<file path="config.mk">
export PLATFORM = sky130hd
export DESIGN_NAME = alu_issue_ctrl
export DESIGN_NICKNAME = d
export VERILOG_FILES = /design/src/rtl/alu_issue_ctrl.sv
export SDC_FILE = /design/constraint.sdc
export NUM_CORES = 1
export LEC_CHECK = 0
export BUFFER_PORTS_ARGS = -buffer_cell sky130_fd_sc_hd__buf_2
export CORE_MARGIN = 8
export CORE_UTILIZATION = 46
export CTS_BUF_LIST = sky130_fd_sc_hd__clkbuf_2
export CTS_CLUSTER_SIZE = 25
export DETAILED_ROUTE_END_ITERATION = 10
export GPL_ROUTABILITY_DRIVEN = 0
export GPL_TIMING_DRIVEN = 1
export PLACE_DENSITY = 0.82
export SLEW_MARGIN = 40
export SYNTH_ARGS = -nofsm -noshare
export SYNTH_HDL_FRONTEND = slang
export SYNTH_SLANG_ARGS = --single-unit
export TNS_END_PERCENT = 20
</file>
<file path="constraint.sdc">
create_clock -name i_clk -period 1.9 [get_ports i_clk]
set_input_delay 0.095 -clock i_clk [delete_from_list [all_inputs] [get_ports i_clk]]
set_output_delay 0.095 -clock i_clk [all_outputs]
set_load 0.03 [all_outputs]
</file>
<file path="src/rtl/alu_issue_ctrl.sv">
// alu_issue_ctrl: issue stage in front of the combinational ALU.
// Holds one operation on the ALU inputs for a fixed settle time, then
// captures the result and presents it downstream with valid/ready.
//
//  state | meaning
//  ------+-----------------------------------------------------------
//  IDLE  | ready for a request; alu_oprn parked at 0
//  EXEC  | alu_* held stable, settle counter running down to 0
//  DONE  | response presented; alu_* and rsp_* frozen until accepted
module alu_issue_ctrl #(
    parameter int DATA_WIDTH  = 32,
    parameter int OPRN_WIDTH  = 6,
    parameter int EXEC_CYCLES = 1,
    parameter int MUL_CYCLES  = 4
) (
    input  logic                  i_clk,
    input  logic                  i_rst,
    input  logic                  i_req_valid,
    output logic                  o_req_ready,
    input  logic [DATA_WIDTH-1:0] i_req_op1,
    input  logic [DATA_WIDTH-1:0] i_req_op2,
    input  logic [OPRN_WIDTH-1:0] i_req_oprn,
    output logic [DATA_WIDTH-1:0] o_alu_op1,
    output logic [DATA_WIDTH-1:0] o_alu_op2,
    output logic [OPRN_WIDTH-1:0] o_alu_oprn,
    input  logic [DATA_WIDTH-1:0] i_alu_result,
    output logic                  o_rsp_valid,
    input  logic                  i_rsp_ready,
    output logic [DATA_WIDTH-1:0] o_rsp_result,
    output logic                  o_rsp_zero,
    output logic                  o_rsp_err,
    output logic                  o_busy
);

    // The counter is loaded with (settle - 1), so it only needs to hold max-1.
    localparam int CNT_MAX = (MUL_CYCLES > EXEC_CYCLES) ? MUL_CYCLES : EXEC_CYCLES;
    localparam int CNT_W   = (CNT_MAX > 1) ? $clog2(CNT_MAX) : 1;

    typedef enum logic [1:0] {
        ST_IDLE = 2'd0,
        ST_EXEC = 2'd1,
        ST_DONE = 2'd2
    } state_t;

    state_t                r_state;
    state_t                w_state_nxt;
    logic [CNT_W-1:0]      r_cnt;
    logic [DATA_WIDTH-1:0] r_alu_op1;
    logic [DATA_WIDTH-1:0] r_alu_op2;
    logic [OPRN_WIDTH-1:0] r_alu_oprn;
    logic [DATA_WIDTH-1:0] r_rsp_result;
    logic                  r_rsp_zero;
    logic                  r_rsp_err;

    logic w_op_legal;
    logic w_is_mul;
    logic w_settle_done;

    // Opcodes 0x01..0x09 are the only ones the ALU defines.
    assign w_op_legal    = (i_req_oprn != '0) && (i_req_oprn <= OPRN_WIDTH'(9));
    assign w_is_mul      = (i_req_oprn == OPRN_WIDTH'(3));
    assign w_settle_done = (r_cnt == '0);

    // State register.
    always_ff @(posedge i_clk) begin
        if (i_rst) begin
            r_state <= ST_IDLE;
        end else begin
            r_state <= w_state_nxt;
        end
    end

    // Next-state and handshake outputs.
    always_comb begin
        w_state_nxt = r_state;
        o_req_ready = 1'b0;
        o_rsp_valid = 1'b0;
        o_busy      = 1'b1;
        case (r_state)
            ST_IDLE: begin
                o_req_ready = 1'b1;
                o_busy      = 1'b0;
                if (i_req_valid) begin
                    w_state_nxt = w_op_legal ? ST_EXEC : ST_DONE;
                end
            end
            ST_EXEC: begin
                if (w_settle_done) begin
                    w_state_nxt = ST_DONE;
                end
            end
            ST_DONE: begin
                o_rsp_valid = 1'b1;
                if (i_rsp_ready) begin
                    w_state_nxt = ST_IDLE;
                end
            end
            default: begin
                w_state_nxt = ST_IDLE;
            end
        endcase
    end

    // Operand/opcode hold registers, settle counter and response capture.
    always_ff @(posedge i_clk) begin
        if (i_rst) begin
            r_cnt        <= '0;
            r_alu_op1    <= '0;
            r_alu_op2    <= '0;
            r_alu_oprn   <= '0;
            r_rsp_result <= '0;
            r_rsp_zero   <= 1'b0;
            r_rsp_err    <= 1'b0;
        end else begin
            case (r_state)
                ST_IDLE: begin
                    if (i_req_valid) begin
                        if (w_op_legal) begin
                            r_alu_op1  <= i_req_op1;
                            r_alu_op2  <= i_req_op2;
                            r_alu_oprn <= i_req_oprn;
                            r_cnt      <= w_is_mul ? CNT_W'(MUL_CYCLES - 1)
                                                   : CNT_W'(EXEC_CYCLES - 1);
                        end else begin
                            // Never issued: the ALU keeps seeing opcode 0.
                            r_alu_oprn   <= '0;
                            r_rsp_result <= '0;
                            r_rsp_zero   <= 1'b0;
                            r_rsp_err    <= 1'b1;
                        end
                    end
                end
                ST_EXEC: begin
                    if (w_settle_done) begin
                        r_rsp_result <= i_alu_result;
                        r_rsp_zero   <= (i_alu_result == '0);
                        r_rsp_err    <= 1'b0;
                    end else begin
                        r_cnt <= r_cnt - CNT_W'(1);
                    end
                end
                ST_DONE: begin
                    if (i_rsp_ready) begin
                        r_alu_oprn <= '0;
                    end
                end
                default: begin
                    r_alu_oprn <= '0;
                end
            endcase
        end
    end

    assign o_alu_op1    = r_alu_op1;
    assign o_alu_op2    = r_alu_op2;
    assign o_alu_oprn   = r_alu_oprn;
    assign o_rsp_result = r_rsp_result;
    assign o_rsp_zero   = r_rsp_zero;
    assign o_rsp_err    = r_rsp_err;

endmodule
</file>
==> impl_results.md <==
- Core Box Area: 8590 µm²
- Actual slew at the worst max-slew pin: 0.751 ns
- Via count: 4735
- Vias in the first global route: 4866
- Post-synth EDFFs: 0
- Layout area overhead: 57.1%
- Num rows: 34
- CTS buffer count: 9
- TritonRoute pass-1 iters: 4
- Io pins: 213
- Clk sink count: between 100 and 150
- CP Data Required Time: 2.37 ns
- Total gr overflow: 0
- Cells after Synth: 495
- Maxcap violations: 0
- Bufs on Longest Clock Path: 2
- VDD IR max: 0.413 mV
- Clock Latency Late Sink: 0.54 ns
- Global routing usage on met2: 0.438
- Switch share: 0.273
- Max-slew headroom: 0.494
- Die height: 109 µm
- Initial DRC count: between 200 and 300
- Status: finished clean
- Synthesis Warnings: 0
- Synth cell types: 36
- Syn Nets: 602
- Hold WC Path Type: input pin to flop
- Register area share after synthesis: 0.539
- Fraction of layout cells with a size suffix above 1: 0.311
- Hpwl dp: 9430 µm
- Switching Power: 1.11 mW
- Initial core utilization: 0.467
- Top area cells in the synthesized netlist: dfxtp_1 54%, nand2_1 15%, a21oi_1 12%
- Seq cells post-synth: 108
- Total power: 4.05 mW
- Most common flop cell mapped by yosys: dfxtp_1
- Crit Path Max Fanout: 31
- Tmin final: about 1.9 ns
- Syn Area/Cell: 8.10 µm²
- DRC: 0
- GR peak layer: met2
- Synth top area share: 0.539
- Htree depth: 3
- Comb pwr share: 0.167
- Antenna violations before repair: 2
- Clk slew on worst S/H paths: 0.29 ns
- Root Driver: clkbuf_2
- Setup crit end kind: flop
- Max Transition Viols Final: 0
- Routed Antenna Nets: 0
- Final Cycle Share: 0.975
- Largest net degree at the start of global routing: approximately 60
- Arr. time, crit path: ~2.3 ns
- Post-synthesis cell area: ~4000 µm²
- GRT Util Overall: 0.242
- Hold WS: approximately 0.065 ns
- Critical path class: flop to flop
- Cell internal pwr: a little under 3 mW
- Global-route wire length before repair: ~23000 µm
- Die ar.: around 12000 µm²
- Leakage: 2.79 nW
- RSZ-0062 raised after global routing: yes
- Area leader, netlist: dfxtp_1
- Power per Cell Area: approximately 640 nW/µm²
- Port Buffers: 212
- Clock share of power: 0.255
- Met3 GRT Util: 0.0803
- GR Util met1: 0.234
- Post-CTS Setup Inserts: 0
- Ys async rst share: 0
- Die X: 109 µm
- CTS tree: built
- Vias per Instance: 5.19
- Crit start category: flop
- Fmax: roughly 540 MHz
- Worst Skew: approximately 0.038 ns
- DR WL/cell: around 17 µm
- Final net count: 903
- DRT Wirelength: 15100 µm
- Most instantiated cells after synthesis: 161 x nand2_1, 108 x dfxtp_1, 97 x a21oi_1
- Setup violators final: 0
- Fin. Hold Viols: 0
- Top-count cell post-synth: nand2_1
- Reg power frac: 0.578
==> cell families (layout without fill, tap and decap cells) <==
kind of cell / count (synthesis) / in the layout / share of synthesized area
adders and majority gates: 1 / 1 / 0.00312
AOI/OAI and AO/OA: 113 / 113 / 0.156
buffers and inverters: 42 / 348 / 0.0509
DFF: 108 / 108 / 0.539
other: 0 / 4 / 0
and+or+nand+nor: 231 / 231 / 0.251
==> cells in the final DEF, fill, tap and decap left out, types with 2 or more instances in the layout <==
master,n
a2111oi_2,2
a21oi_1,97
a22oi_1,4
and3_1,2
buf_12,2
buf_2,211
buf_4,11
clkbuf_2,10
dfxtp_1,108
diode_2,4
dlygate4sd3_1,104
inv_1,4
nand2_1,161
nand3_1,34
nand4_1,2
nor2_1,8
nor2b_1,3
nor3_1,4
nor4_1,6
o21ai_0,2
or4_1,2
==> power groups by stage <==
stage                     sequential (mW)  combinational [mW]  clock (mW)
after floorplan                      2.46               0.187           0
after global placement               2.38               0.483           0
after detailed placement             2.38               0.492           0
after CTS                            2.34               0.661        1.08
after global routing                 2.35               0.723        1.17
final                                2.34               0.677        1.03
==> registers in the layout, indices dropped and copies added (netlist names) <==
signal / count
o_alu_op1: 32
r_state: 2
r_cnt: 2
o_rsp_result: 32
o_rsp_err: 1
o_alu_op2: 32
o_rsp_zero: 1
o_alu_oprn: 6
==> through the flow <==
step	area [µm²]	setup TNS (ns)	utilization	setup slack, ns	std cells
2_1_floorplan	4010	0	-	0.214	495
3_3_place_gp	5130	0	0.598	0.251	789
3_5_place_dp	5130	0	0.598	0.148	789
4_1_cts	6290	0	0.732	0.0702	909
5_1_grt	6290	-1.32	0.733	-0.0744	911
6_report	6300	0	0.733	0.0479	913
==> path summary, 6_finish.rpt <==
| kind | startpoint | end | slack (ns) | cells past startpoint |
|---|---|---|---|---|
| worst min register to register | o_alu_op1[8]$_SDFFE_PP0P_ | o_alu_op1[8]$_SDFFE_PP0P_ | 0.47 | 2 |
| worst max-delay path | r_state[1]$_SDFFE_PP0P_ | o_alu_op1[16]$_SDFFE_PP0P_ | 0.05 | 5 |
| worst min-delay path | i_req_valid | o_rsp_err$_SDFFE_PP0P_ | 0.06 | 4 |
| worst max register to register | r_state[1]$_SDFFE_PP0P_ | o_alu_op1[16]$_SDFFE_PP0P_ | 0.05 | 5 |
==> routing by layer <==
layer | wire length, µm | part of all wire
met3 | 1380 | 0.091
met1 | 5340 | 0.35
met4 | 617 | 0.041
met5 | 0 | 0
met2 | 7790 | 0.51
==> timing repair <==
| action | CTS | global route |
|---|---|---|
| endpoints found under the hold margin | 103 | 0 |
| endpoints found under the setup margin | 0 | 43 |
| gates resized for setup | 0 | 0 |
| hold buffers | 104 | 0 |
==> final cells by class <==
cell class	count	area (µm²)
fill	611	2290
timing repair buffer	328	2220
sequential	108	2160
multi-input combinational	345	1640
tap	108	135
clock inverter	6	63.8
clock buffer	10	50.0
inverter	4	15.0
antenna	4	10.0
==> worst max-delay path: stages, from the launching register on <==
cell     delay, ns
dfxtp_1       0.39
nor3b_2       0.33
and4_2        0.43
buf_4         0.35
nand2_1       0.11
a21oi_1       0.16
No activity file was read; power rests on OpenSTA's default activity.
